$ cat src/rtl/watchdog_sequencer.sv
// rtl/watchdog_sequencer.sv - arms the watchdog, debounces its match event, retries on timeout, reports one verdict per check
// Optional WDOG_SEQ_STATS_EN: implements saturating pass/fail tallies; otherwise the tally ports read 0.
module watchdog_sequencer #(
    parameter int MAX_RETRIES = 3,
    parameter int MATCH_HOLD  = 4,
    parameter int CNT_W       = 8
) (
    input  logic             i_clk,
    input  logic             i_rst_n,
    input  logic             i_start,
    input  logic             i_abort,
    input  logic             i_timeout_event,
    input  logic             i_signal_match_event,
    output logic             o_wdog_clr,
    output logic             o_timer_en,
    output logic             o_busy,
    output logic             o_result_valid,
    input  logic             i_result_ready,
    output logic             o_result_pass,
    output logic [3:0]       o_result_tries,
    output logic [CNT_W-1:0] o_pass_count,
    output logic [CNT_W-1:0] o_fail_count
);

    typedef enum logic [2:0] {
        S_IDLE,
        S_CLEAR,
        S_SETTLE,
        S_WAIT,
        S_REPORT
    } state_t;

    localparam logic [7:0] HOLD_TGT  = 8'(MATCH_HOLD);
    localparam logic [3:0] RETRY_MAX = 4'(MAX_RETRIES);

    state_t      state_q, state_d;
    logic [3:0]  tries_q, tries_d;
    logic [7:0]  hold_q, hold_d;
    logic [7:0]  hold_inc;
    logic [1:0]  settle_q, settle_d;
    logic        pass_d;
    logic        handshake;

    assign hold_inc  = hold_q + 8'd1;
    assign handshake = o_result_valid && i_result_ready;

    always_comb begin
        state_d  = state_q;
        tries_d  = tries_q;
        hold_d   = hold_q;
        settle_d = settle_q;
        pass_d   = 1'b0;
        case (state_q)
            S_IDLE: begin
                if (i_start) begin
                    tries_d = 4'd1;
                    state_d = S_CLEAR;
                end
            end
            S_CLEAR: begin
                state_d = i_abort ? S_IDLE : S_SETTLE;
            end
            S_SETTLE: begin
                // Watchdog outputs are registered, so they lag the clear by two cycles.
                if (i_abort) begin
                    state_d = S_IDLE;
                end else if (settle_q == 2'd1) begin
                    state_d = S_WAIT;
                end else begin
                    settle_d = settle_q + 2'd1;
                end
            end
            S_WAIT: begin
                hold_d = i_signal_match_event ? hold_inc : 8'd0;
                if (i_abort) begin
                    state_d = S_IDLE;
                end else if (i_signal_match_event && hold_inc == HOLD_TGT) begin
                    pass_d  = 1'b1;
                    state_d = S_REPORT;
                end else if (i_timeout_event) begin
                    if (tries_q <= RETRY_MAX) begin
                        tries_d = tries_q + 4'd1;
                        state_d = S_CLEAR;
                    end else begin
                        state_d = S_REPORT;
                    end
                end
            end
            S_REPORT: begin
                if (handshake) begin
                    state_d = S_IDLE;
                end
            end
            default: state_d = S_IDLE;
        endcase
        if (state_d == S_CLEAR) begin
            hold_d   = 8'd0;
            settle_d = 2'd0;
        end
    end

    // Outputs are registered from the next state so they change on the same edge as the state.
    always_ff @(posedge i_clk or negedge i_rst_n) begin
        if (!i_rst_n) begin
            state_q        <= S_IDLE;
            tries_q        <= 4'd0;
            hold_q         <= 8'd0;
            settle_q       <= 2'd0;
            o_wdog_clr     <= 1'b0;
            o_timer_en     <= 1'b0;
            o_busy         <= 1'b0;
            o_result_valid <= 1'b0;
            o_result_pass  <= 1'b0;
            o_result_tries <= 4'd0;
        end else begin
            state_q        <= state_d;
            tries_q        <= tries_d;
            hold_q         <= hold_d;
            settle_q       <= settle_d;
            o_wdog_clr     <= (state_d == S_CLEAR);
            o_timer_en     <= (state_d == S_WAIT);
            o_busy         <= (state_d != S_IDLE);
            o_result_valid <= (state_d == S_REPORT);
            if (state_d == S_REPORT && state_q != S_REPORT) begin
                o_result_pass  <= pass_d;
                o_result_tries <= tries_q;
            end
        end
    end

`ifdef WDOG_SEQ_STATS_EN
    logic [CNT_W-1:0] pass_cnt_q, fail_cnt_q;

    always_ff @(posedge i_clk or negedge i_rst_n) begin
        if (!i_rst_n) begin
            pass_cnt_q <= '0;
            fail_cnt_q <= '0;
        end else if (handshake) begin
            if (o_result_pass) begin
                if (pass_cnt_q != '1) pass_cnt_q <= pass_cnt_q + CNT_W'(1);
            end else begin
                if (fail_cnt_q != '1) fail_cnt_q <= fail_cnt_q + CNT_W'(1);
            end
        end
    end

    assign o_pass_count = pass_cnt_q;
    assign o_fail_count = fail_cnt_q;
`else
    assign o_pass_count = '0;
    assign o_fail_count = '0;
`endif

endmodule

$ cat config.mk
export PLATFORM = sky130hd
export DESIGN_NAME = watchdog_sequencer
export DESIGN_NICKNAME = d
export VERILOG_FILES = /design/src/rtl/watchdog_sequencer.sv
export SDC_FILE = /design/constraint.sdc
export NUM_CORES = 1
export LEC_CHECK = 0
export BUFFER_PORTS_ARGS = -buffer_cell sky130_fd_sc_hd__buf_2
export CORE_MARGIN = 2
export CORE_UTILIZATION = 28
export DETAILED_ROUTE_END_ITERATION = 6
export PLACE_DENSITY_LB_ADDON = 0.12
export SLEW_MARGIN = 30
export SYNTH_ARGS = -nofsm -noshare
export SYNTH_HDL_FRONTEND = slang
export SYNTH_SLANG_ARGS = --single-unit
$ cat constraint.sdc
create_clock -name i_clk -period 2.9 [get_ports i_clk]
set_input_delay 0.435 -clock i_clk [delete_from_list [all_inputs] [get_ports i_clk]]
set_output_delay 0.435 -clock i_clk [all_outputs]
set_load 0.005 [all_outputs]
# [Yosys cells after proc, flatten, opt, wreduce, memory -nomap -nowiden]
# Index checks and enable logic that the tools add are counted.
[totals] ff_bits=26 inputBits=7 output_inout_bits=25 wordCells=67
[op_classes] n_addsub=3 magnitude_cmp=1 eq_ne=17 mux=26 n_reduce_logical=10
[op_table] op="$mux W3" n=8
[op_table] op="$mux W8" n=3
[op_table] op="$mux W4" n=5
[op_table] op="$pmux W3 S5" n=1
[op_table] op="$mux W2" n=5
[op_table] op="$ne A2 B2 Y1 const B" n=5
[op_table] op="$eq A3 B2 Y1 const B" n=3
[op_table] op="$add A8 B1 Y8 const B" n=1
[op_table] op="$eq A8 B3 Y1 const B" n=1
[op_table] op="$pmux W4 S2" n=1
[op_table] op="$eq A3 B1 Y1 const B" n=2
[op_table] op="$eq A3 B3 Y1 const B" n=2
[op_table] op="$reduce_and A6 Y1" n=1
[op_table] op="$reduce_bool A2 Y1" n=3
[op_table] op="$add A4 B1 Y4 const B" n=1
[op_table] op="$le A4 B2 Y1 const B" n=1
[op_table] op="$ne A2 B1 Y1 const B" n=2
[op_table] op="$logic_and A1 B1 Y1" n=3
[op_table] op="$logic_not A3 Y1" n=1
[op_table] op="$mux W1" n=3
[op_table] op="$ne A3 B3 Y1 const B" n=1
[op_table] op="$reduce_and A3 Y1" n=1
[op_table] op="$reduce_bool A3 Y1" n=1
[op_table] op="$add A2 B1 Y2 const B" n=1
[op_table] op="$eq A2 B1 Y1 const B" n=1

# [Logic depth before layout (Yosys ltp)]
# Gate-level depths: netlist of the first run.
[logic_depth] depth_word=9 ltp_mapped=9 ltp_nobuf=8

# [Worst setup path before layout of the first run]
# No wires, ideal clock.
[synth_path] path_type="reg-to-reg" startpoint="register hold_q[0]" endpoint="register tries_q[0]" setup_ns=0.125 arrival_ns=1.927 required_time_ns=2.775 slack_ns=0.848 stages_incl_launch_ff=8 n_path_buf=0 period_less_slack_ns=2.052 path_cell_list="dfrtp_1 -> ha_1 -> nand2_1 -> mux2_2 -> o21ai_4 -> a31oi_4 -> nor2b_4 -> mux2_4"
[synth_between] elab_chain_len=5
[synth_lines] item="start: declaration" line="38" source="logic [7:0] hold_q, hold_d;"
[synth_lines] item="start signal: assignment" line="118" source="hold_q <= hold_d;"
[synth_lines] item="$add A8 B1 Y8" line="44" source="assign hold_inc = hold_q + 8'd1;"
[synth_lines] item="$eq A8 B3 Y1" line="77" source="end else if (i_signal_match_event && hold_inc == HOLD_TGT) begin"
[synth_lines] item="$logic_and A1 B1 Y1" line="77"
[synth_lines] item="$ne A2 B2 Y1 (no source line)"
[synth_lines] item="$reduce_and A6 Y1 (no source line)"
[synth_lines] item="end signal: assignment" line="117" source="tries_q <= tries_d;"
[synth_lines] item="end: declaration" line="37" source="logic [3:0] tries_q, tries_d;"
# Every way passes these cells.
# A chain may end at the register's enable or synchronous reset.

# [Worst setup path in the final report of the first run]
# Same ends and word-level chain as after synthesis.

==> results of run 1 <==
power breakdown:
group          internal (uW)  leakage, uW  switching, uW
combinational            116     0.000415            149
sequential               421     0.000350           53.1
clock                    185    0.0000357            123
worst min path at each step:
stage	startpoint	end	slack (ns)	cells after the start
6_report	i_rst_n	hold_q[2]$_DFFE_PN0P_	0.16	1
5_1_grt	i_rst_n	state_q[0]$_DFF_PN0_	0.20	1
4_1_cts	i_rst_n	state_q[0]$_DFF_PN0_	0.18	1
3_5_place_dp	i_rst_n	hold_q[1]$_DFFE_PN0P_	0.49	1
3_3_place_gp	o_result_pass$_DFFE_PN0P_	o_result_pass$_DFFE_PN0P_	0.48	2
2_1_floorplan	i_rst_n	hold_q[0]$_DFFE_PN0P_	0.14	0
area by class of cell:
| type | count | area (sq um) | share of cell area |
|---|---|---|---|
| inverter | 7 | 26.3 | 0.0154 |
| timing repair buffer | 16 | 82.6 | 0.0485 |
| multi-input combinational | 124 | 781 | 0.459 |
| sequential | 26 | 651 | 0.382 |
| tap | 72 | 90.1 | 0.0529 |
| clock inverter | 1 | 30.0 | 0.0176 |
| clock buffer | 3 | 41.3 | 0.0243 |
registers in the layout (all words and copies together) (netlist names), 2 cells and up:
signal          cells
o_result_tries      4
settle_q            2
state_q             3
hold_q              8
tries_q             4
placed cells by master (no fill, tap or decap), drive strengths merged:
cell type | synthesis | routed
or3b | 2 | 2
nand4 | 1 | 1
or3 | 3 | 3
a211oi | 2 | 2
conb | 1 | 16
o21a | 1 | 1
o22ai | 1 | 1
ha | 4 | 4
nand2 | 17 | 17
buf | 18 | 16
xnor2 | 1 | 1
nor2 | 14 | 14
nor3 | 7 | 7
nor3b | 1 | 1
a31oi | 2 | 2
inv | 7 | 7
o21ai | 9 | 9
clkbuf | 5 | 3
nand3b | 1 | 1
or2 | 1 | 1
dfrtp | 26 | 26
a22o | 1 | 1
mux2 | 6 | 6
nor4 | 3 | 3
xor2 | 2 | 2
a21oi | 9 | 9
nand3 | 8 | 8
bufinv | 0 | 1
and2 | 4 | 4
nor2b | 2 | 2
nand2b | 4 | 4
a21boi | 2 | 2
routing by layer:
| metal | vias up | global-route usage | wire length [um] |
|---|---|---|---|
| li1 | 551 | - | - |
| met1 | 510 | 0.153 | 1560 |
| met2 | 21 | 0.159 | 1320 |
| met3 | 4 | 0.0149 | 93 |
| met4 | 0 | 0.0351 | 46 |
| met5 | - | 0 | 0 |
cells by family (layout without fill, tap and decap cells):
kind of cell,Yosys count,count (layout)
buffers and inverters,30,27
AND/OR/NAND/NOR,68,68
multiplexers,6,6
flip-flops,26,26
adder cells (fa/ha/maj),4,4
AO/OA/AOI/OAI,27,27
other,1,16
XOR/XNOR,3,3
stage by stage:
stage	worst slack [ns]	hold WS [ns]	power (uW)
CTS	0.620	0.184	1060
finish	0.640	0.164	1050
floorplan	0.848	0.139	683
global placement	0.653	0.484	751
global route	0.534	0.204	1120
detailed placement	0.643	0.495	746
==> out/results.ini, run 1 <==
[sta]
hold_violations=0
fmax_mhz=443
min_period_ns=2.26
worst-slew-pin-transition_ns=0.802
rsz0062_at_grt=no
slew_viol_final=0
setup_tns_ns=0
setup_viol=0
finalCritPeriodShare=0.779
slew_headroom=0.461
finClkSkew_ns=0.00489

[clock_tree]
clock-root-buffer=clkbuf_8
cts_tree=built
cts.htree.levels=1
cts_setup_buffers=0
cts.clk_slew.worst_paths_ns=0.10
postCtsResizedCells=0
clkLatencyLatePin_ns=0.27
cts_sinks=26
cts_buffers=3
cts.path.max_buffers=2
hold_buffers=0

[floorplan]
fp-row-count=27
ioPinCount=32
die_area_sq_mm=0.00618
core_area_sq_mm=0.00544
start_util=0.287
die_h_um=78.6
die_x_um=78.6

[place]
dpl.cell_count=245
io_buffer_count=15
place_congestion=0.809
dp.final_hpwl_mm=2.23
dpl_cell_area_sq_mm=0.00163

[yosys]
yosysMostFrequentCell=dfrtp_1
synthTopCellsByArea=dfrtp_1 42%, buf_4 8.2%, nand2_1 4.1%, mux2_2 3.6%, ha_1 3.2%
synthXorXnorAreaFrac=0.0169
syn_inst=165
synth.avg_cell_area_sq_um=9.45
synth_top_family_by_area=simple AND/OR/NAND/NOR gates
synthMuxAreaShare=0.0457
synth_area_sq_mm=0.00156
synthArstFlopShare=1.00
synth_compound_area_frac=0.131
synth_edf_count=0
yosys-top-cells-count=26 x dfrtp_1, 17 x buf_4, 17 x nand2_1, 13 x nor2_1
synth_simple_gate_area_frac=0.237
yosysSeqAreaShare=0.417
yosys.area.top_type=dfrtp_1
yosysUniqueCellTypes=41
ys_ff_latch=26
yosysTopAreaCellShare=0.417
synth_flop_cell=dfrtp_1
synthAdderAreaFrac=0.0321
ys_warn_count=0

[worst_hold_path]
worstHoldPathType=primary input to asynchronous set/reset pin

[setup_path]
endpoint_kind=flip-flop
crit_type=flip-flop to flip-flop
critPathLaunchType=flip-flop
crit_family=multiplexers
required_ns=3.07
r2r_start=hold_q[0]$_DFFE_PN0P_
critPathArrivalTime_ns=2.43
cp_num_buf_inv=0
r2r_slack_ns=0.64
cp_max_fo=7
crit_path_start=hold_q[0]$_DFFE_PN0P_
cp_slowest_stage_delay_ns=0.46
r2r_end=tries_q[0]$_DFFE_PN0P_
crit_path_end=tries_q[0]$_DFFE_PN0P_
worst_path_max_delay_cell=dfrtp_1
cp_cell_sequence=ha_1, nand2_1, mux2_2, o21ai_4, a31oi_4, nor2b_4, mux2_4
cp.depth=7
r2r_cells=7

[final_layout]
finish.utilization=0.313
final_cell_count_no_fill=249
fillCellCount=592
insertedDiodeCount=0
drive_gt1_frac=0.215
nets=189
design_area_sq_mm=0.00170
area_delta_synth_final_pct=9.15

[route]
vias=1086
drt_iter0_markers=66
antenna_left=0
routed_wl_mm=3.03
wl_per_cell_um=12.1
drc=0
viasPerCell=4.36
dr.pass1.iters=4

[grt]
grt_pass1_wl_mm=5.07
grt_max_degree=27
grt_overflow_total=0
grt_usage=0.105
grt_pass1_vias=1033
antenna_found_initial=0

[status]
status=finished, final reports clean

[pwr]
p_leak_uw=0.000800
irDropWorstVdd_mv=0.240
power.density_mw_per_mm2=615

[job]
drv_cap=0

No activity file was read; power rests on OpenSTA's default activity.
==> run 2, diff against run 1 <==
==> constraint.sdc (replaced) <==
create_clock -name i_clk -period 1.9 [get_ports i_clk]
set_input_delay 0.285 -clock i_clk [delete_from_list [all_inputs] [get_ports i_clk]]
set_output_delay 0.285 -clock i_clk [all_outputs]
set_load 0.005 [all_outputs]
==> run 2 against run 1 <==
The run now ends with negative setup slack left. Hold slack worse by 0.16 ns. Cell area is 19% higher. Clock power up 49%. Die area unchanged. Sequential power rose by 49%. Largest cell class unchanged. Non-clock buffer count grew 36. Highest routed layer unchanged. Power rose by 66%. Register-to-register slack worse by 0.80 ns. Global-route usage rose by 1.1 points. Critical endpoint unchanged.
==> out/results.ini, run 2 (synthesis results as in run 1) <==
[clock_tree]
cts_buffers=3  ; unchanged
clock-root-buffer=clkbuf_8
cts.path.max_buffers=2  ; unchanged
cts_tree=built
hold_buffers=0  ; unchanged
cts.htree.levels=1  ; unchanged
cts_sinks=26  ; unchanged
clkLatencyLatePin_ns=0.27  ; about the same
cts.clk_slew.worst_paths_ns=0.09  ; about the same

[route]
antenna_left=0  ; unchanged
routed_wl_mm=3.40  ; +12%
dr.pass1.iters=4  ; unchanged
drc=0  ; unchanged
wl_per_cell_um=11.9  ; -1.8%
drt_iter0_markers=37  ; -44%
viasPerCell=4.34  ; -0.56%
vias=1236  ; +14%

[setup_path]
cp_slowest_stage_delay_ns=0.39  ; -0.07 ns
crit_type=flip-flop to flip-flop
cp_cell_sequence=or3_4, mux2_4, o21ai_4, a31oi_4, nor2b_4, mux2_4
cpMostUsedCell=mux2_4
r2r_end=tries_q[0]$_DFFE_PN0P_
required_ns=2.06  ; -1.01 ns
crit_path_start=hold_q[6]$_DFFE_PN0P_
r2r_start=hold_q[6]$_DFFE_PN0P_
r2r_cells=6  ; -1
endpoint_kind=flip-flop
critPathLaunchType=flip-flop
worst_path_max_delay_cell=dfrtp_1
cp_max_fo=4  ; -3
r2r_slack_ns=-0.16  ; -0.80 ns
critPathArrivalTime_ns=2.22  ; -0.21 ns
crit_path_end=tries_q[0]$_DFFE_PN0P_

[sta]
min_period_ns=2.06  ; -0.195 ns
setup_tns_ns=-2.12  ; -2.12 ns
finalCritPeriodShare=1.09  ; +0.307
fmax_mhz=484  ; +9.5%
fin_ws_ns=-0.164  ; -0.805 ns
slew_headroom=0.562  ; +0.101
hold_violations=0  ; unchanged
finClkSkew_ns=0.00283  ; -0.00206 ns
worst-slew-pin-transition_ns=0.651  ; -0.151 ns
setup_viol=19  ; +19
slew_viol_final=0  ; unchanged
rsz0062_at_grt=yes

[status]
violations=negative setup slack
status=complete, but fails checks

[grt]
grt_pass1_wl_mm=5.74  ; +13%
grt_overflow_total=0  ; unchanged
antenna_found_initial=0  ; unchanged
grt_max_degree=27  ; unchanged
grt_pass1_vias=1250  ; +21%
grt_usage=0.117  ; +0.0114

[final_layout]
area_delta_synth_final_pct=29.9
drive_gt1_frac=0.385  ; +0.170
insertedDiodeCount=0  ; unchanged
fillCellCount=578  ; -2.4%
nets=225  ; +19%
largest_register_ffs=8  ; unchanged
top_regs=hold_q x8, o_result_tries x4, tries_q x4
mostFrequentLayoutCell=buf_4
top_register=hold_q
design_area_sq_mm=0.00203  ; +19%
final_cell_mix=35 x buf_4, 26 x dfrtp_1, 17 x nand2_1

[job]
drv_cap=0  ; unchanged

[place]
dp.final_hpwl_mm=2.62  ; +18%
io_buffer_count=15  ; unchanged
place_congestion=0.715  ; -12%
dpl_cell_area_sq_mm=0.00185  ; +13%

[floorplan]
start_util=0.287  ; unchanged
fp-row-count=27  ; unchanged
die_area_sq_mm=0.00618  ; unchanged
ioPinCount=32  ; unchanged
die_h_um=78.6  ; unchanged
core_area_sq_mm=0.00544  ; unchanged
die_x_um=78.6  ; unchanged

[pwr]
irDropWorstVdd_mv=0.489  ; +100%
power.density_mw_per_mm2=859  ; +40%
p_leak_uw=0.000979  ; +22%

[worst_hold_path]
worstHoldPathType=primary input to asynchronous set/reset pin

-- run 2: cell count changes in the layout (fill, tap and decap cells not counted), sizes merged --
cell  change
buf      +36
-- run 2: worst min-delay path by stage --
stage | from | end | slack [ns] | cells past startpoint
after floorplan | i_rst_n | hold_q[0]$_DFFE_PN0P_ | -0.01 | 0
after global placement | i_rst_n | o_timer_en$_DFF_PN0_ | 0.32 | 1
after detailed placement | i_rst_n | o_timer_en$_DFF_PN0_ | 0.33 | 1
after CTS | i_rst_n | settle_q[0]$_DFFE_PN0P_ | 0.02 | 1
after global routing | i_rst_n | o_busy$_DFF_PN0_ | 0.05 | 1
final | i_rst_n | o_timer_en$_DFF_PN0_ | 0.003 | 1
-- run 2: through the flow --
| step | hold slack, ns | utilization | setup WS (ns) | power [uW] | cells |
|---|---|---|---|---|---|
| floorplan | -0.0106 | - | -0.110 | 1040 | 180 |
| detailed placement | 0.326 | 0.340 | -0.197 | 1240 | 273 |
| CTS | 0.0200 | 0.368 | -0.174 | 1770 | 282 |
| global placement | 0.320 | 0.340 | -0.166 | 1220 | 273 |
| global route | 0.0488 | 0.372 | -0.237 | 1880 | 285 |
| finish | 0.00290 | 0.372 | -0.164 | 1740 | 285 |
-- run 2: where the power goes --
part	internal (uW)	switching [uW]	leakage, uW	total (uW)
clock	282	176	0.0000357	457
sequential	642	65.7	0.000350	708
combinational	291	285	0.000594	575
total	1210	526	0.000979	1740
-- run 2: layout make-up --
class	count	area, sq um	area share
inverters	7	26.3	0.0130
well taps	72	90.1	0.0445
clock buffers	3	41.3	0.0204
flip-flops and latches	26	651	0.321
clock inverters	1	30.0	0.0148
multi-input cells	124	827	0.408
repair buffers	52	360	0.178
-- run 2: routing by layer --
metal	GRT usage	wire length, um	part of all wire
met1	0.146	1520	0.45
met2	0.213	1760	0.52
met3	0.0241	109	0.032
met4	0.0105	13	0.0038
met5	0	0	0
-- run 2: timing repair --
action / in CTS / in global routing
endpoints found under the hold margin: 0 / 0
setup endpoints to repair: 19 / 20
resized for setup: 11 / 2
buffers inserted: 5 / 3
pin swaps: 3 / 3
-- run 2: critical path, delay by kind of cell (launching register included) --
kind | cells | cell delay [ns]
AO/OA/AOI/OAI | 2 | 0.39
multiplexers | 2 | 0.59
flip-flops | 1 | 0.39
AND/OR/NAND/NOR | 2 | 0.59
==> run 3, diff against run 2 <==
==> constraint.sdc (replaced) <==
create_clock -name i_clk -period 2.61 [get_ports i_clk]
set_input_delay 0.522 -clock i_clk [delete_from_list [all_inputs] [get_ports i_clk]]
set_output_delay 0.522 -clock i_clk [all_outputs]
set_load 0.005 [all_outputs]
==> run 3 against run 2 <==
The flow now finishes without violations. Die area is the same. Hold slack gained 0.24 ns. Highest routed layer unchanged. Clock skew rose by 0.0047 ns.
==> out/results.ini, run 3 (synthesis results as in run 1) <==
[status]
status=finished, final reports clean

[route]
drc=0  ; unchanged
dr.pass1.iters=4  ; unchanged
antenna_left=0  ; unchanged
routed_wl_mm=2.99  ; -12%
viasPerCell=4.31  ; -0.51%
drt_iter0_markers=37  ; unchanged
wl_per_cell_um=11.9  ; -0.34%
vias=1083  ; -12%

[pwr]
seqPwrFrac=0.455  ; +0.048
switching_share=0.306  ; +0.00360
p_int_uw=804  ; -34%
p_leak_uw=0.000809  ; -17%
p_comb_frac=0.252  ; -0.078
p_clk_frac=0.293  ; +0.030
power.switching_uw=354  ; -33%
power.density_mw_per_mm2=675  ; -21%
irDropWorstVdd_mv=0.315  ; -36%

[floorplan]
die_area_sq_mm=0.00618  ; unchanged
die_h_um=78.6  ; unchanged
ioPinCount=32  ; unchanged
die_x_um=78.6  ; unchanged
fp-row-count=27  ; unchanged
core_area_sq_mm=0.00544  ; unchanged
start_util=0.287  ; unchanged

[sta]
setup_viol=0  ; -19
hold_violations=0  ; unchanged
finalCritPeriodShare=0.893  ; -0.194
slew_viol_final=0  ; unchanged
fmax_mhz=429  ; -11%
worst-slew-pin-transition_ns=0.696  ; +0.0449 ns
finClkSkew_ns=0.00755  ; +0.00473 ns
slew_headroom=0.532  ; -0.0302
setup_tns_ns=0  ; +2.12 ns
min_period_ns=2.33  ; +0.265 ns
fin_ws_ns=0.280  ; +0.445 ns
rsz0062_at_grt=no

[setup_path]
required_ns=2.78  ; +0.72 ns
critPathArrivalTime_ns=2.50  ; +0.28 ns
endpoint_kind=flip-flop
r2r_slack_ns=0.28  ; +0.44 ns
crit_type=flip-flop to flip-flop
critPathLaunchType=flip-flop
cp_max_fo=11  ; +7

[grt]
grt_overflow_total=0  ; unchanged
grt_pass1_wl_mm=5.00  ; -13%
grt_max_degree=27  ; unchanged
antenna_found_initial=0  ; unchanged
grt_usage=0.102  ; -0.0142
grt_pass1_vias=1036  ; -17%

[final_layout]
drive_gt1_frac=0.223  ; -0.162
top_regs=hold_q x8, o_result_tries x4, tries_q x4
final_cell_mix=26 x dfrtp_1, 17 x nand2_1, 16 x conb_1
nets=191  ; -15%
seqCellArea_sq_um=651  ; unchanged
mostFrequentLayoutCell=dfrtp_1
insertedDiodeCount=0  ; unchanged
multi_input_area_sq_um=781  ; -5.6%
area_delta_synth_final_pct=10.1
largest_register_ffs=8  ; unchanged
top_register=hold_q
fillCellCount=562  ; -2.8%

[clock_tree]
cts_setup_buffers=0  ; -5
cts.clk_slew.worst_paths_ns=0.10  ; about the same
hold_buffers=0  ; unchanged
cts.path.max_buffers=2  ; unchanged
cts_sinks=26  ; unchanged
clock-root-buffer=clkbuf_8
cts_tree=built
cts_buffers=3  ; unchanged
cts.htree.levels=1  ; unchanged
postCtsResizedCells=0  ; -11
clkLatencyLatePin_ns=0.27  ; about the same

[worst_hold_path]
worstHoldPathType=primary input to asynchronous set/reset pin

[place]
post-place-ws_ns=0.258  ; +0.455 ns
io_buffer_count=15  ; unchanged
dp.final_hpwl_mm=2.22  ; -15%
place_congestion=0.791  ; +11%

[job]
drv_cap=0  ; unchanged

-- run 3: cell types whose count changed in the layout (fill, tap and decap cells not counted), moves of 2 or more --
cell	delta
buf_4	-32
nor2_1	+3
a211oi_1	+2
a211oi_2	-2
buf_6	-2
mux2_2	+2
mux2_4	-2
nor2_2	-2
-- run 3: layout make-up --
class | count | share of cell area
tap | 72 | 0.0525
timing repair buffer | 18 | 0.0569
clock inverter | 1 | 0.0175
multi-input combinational | 124 | 0.455
clock buffer | 3 | 0.0241
sequential | 26 | 0.379
inverter | 7 | 0.0153
-- run 3: layer usage --
layer,wire length (um),track usage
met1,1450,0.136
met2,1420,0.171
met3,90,0.0149
met4,29,0.0316
met5,0,0
-- run 3: worst max-delay path, cell delays in order (launching register included) --
cell	delay [ns]
dfrtp_1	0.46
ha_1	0.29
nand2_1	0.09
mux2_2	0.35
o21ai_4	0.25
a31oi_4	0.15
nor2b_4	0.31
mux2_4	0.33
-- run 3: through the flow --
stage          cell area [sq um]   util  instances  hold slack [ns]  total power, uW
2_1_floorplan               1620      -        180            0.226              759
3_3_place_gp                1650  0.303        247            0.486              830
3_5_place_dp                1650  0.303        247            0.491              833
4_1_cts                     1720  0.316        251            0.273             1180
5_1_grt                     1720  0.316        251            0.291             1240
6_report                    1720  0.316        251            0.245             1160
-- run 3: final timing paths --
check                                          start                   endpoint  cells after the start
setup / recovery               hold_q[0]$_DFFE_PN0P_     tries_q[0]$_DFFE_PN0P_                      7
min in group i_clk         o_result_pass$_DFFE_PN0P_  o_result_pass$_DFFE_PN0P_                      2
setup reg to reg               hold_q[0]$_DFFE_PN0P_     tries_q[0]$_DFFE_PN0P_                      7
hold reg to reg            o_result_pass$_DFFE_PN0P_  o_result_pass$_DFFE_PN0P_                      2
max in group asynchronous                    i_rst_n       o_timer_en$_DFF_PN0_                      1
hold / removal                               i_rst_n      hold_q[1]$_DFFE_PN0P_                      1
-- run 3: power groups by stage --
stage                     sequential, uW  combinational [uW]  clock (uW)
after floorplan                      510                 248           0
after global placement               534                 296           0
after detailed placement             534                 299           0
after CTS                            528                 300         355
after global routing                 536                 334         369
final                                526                 292         340
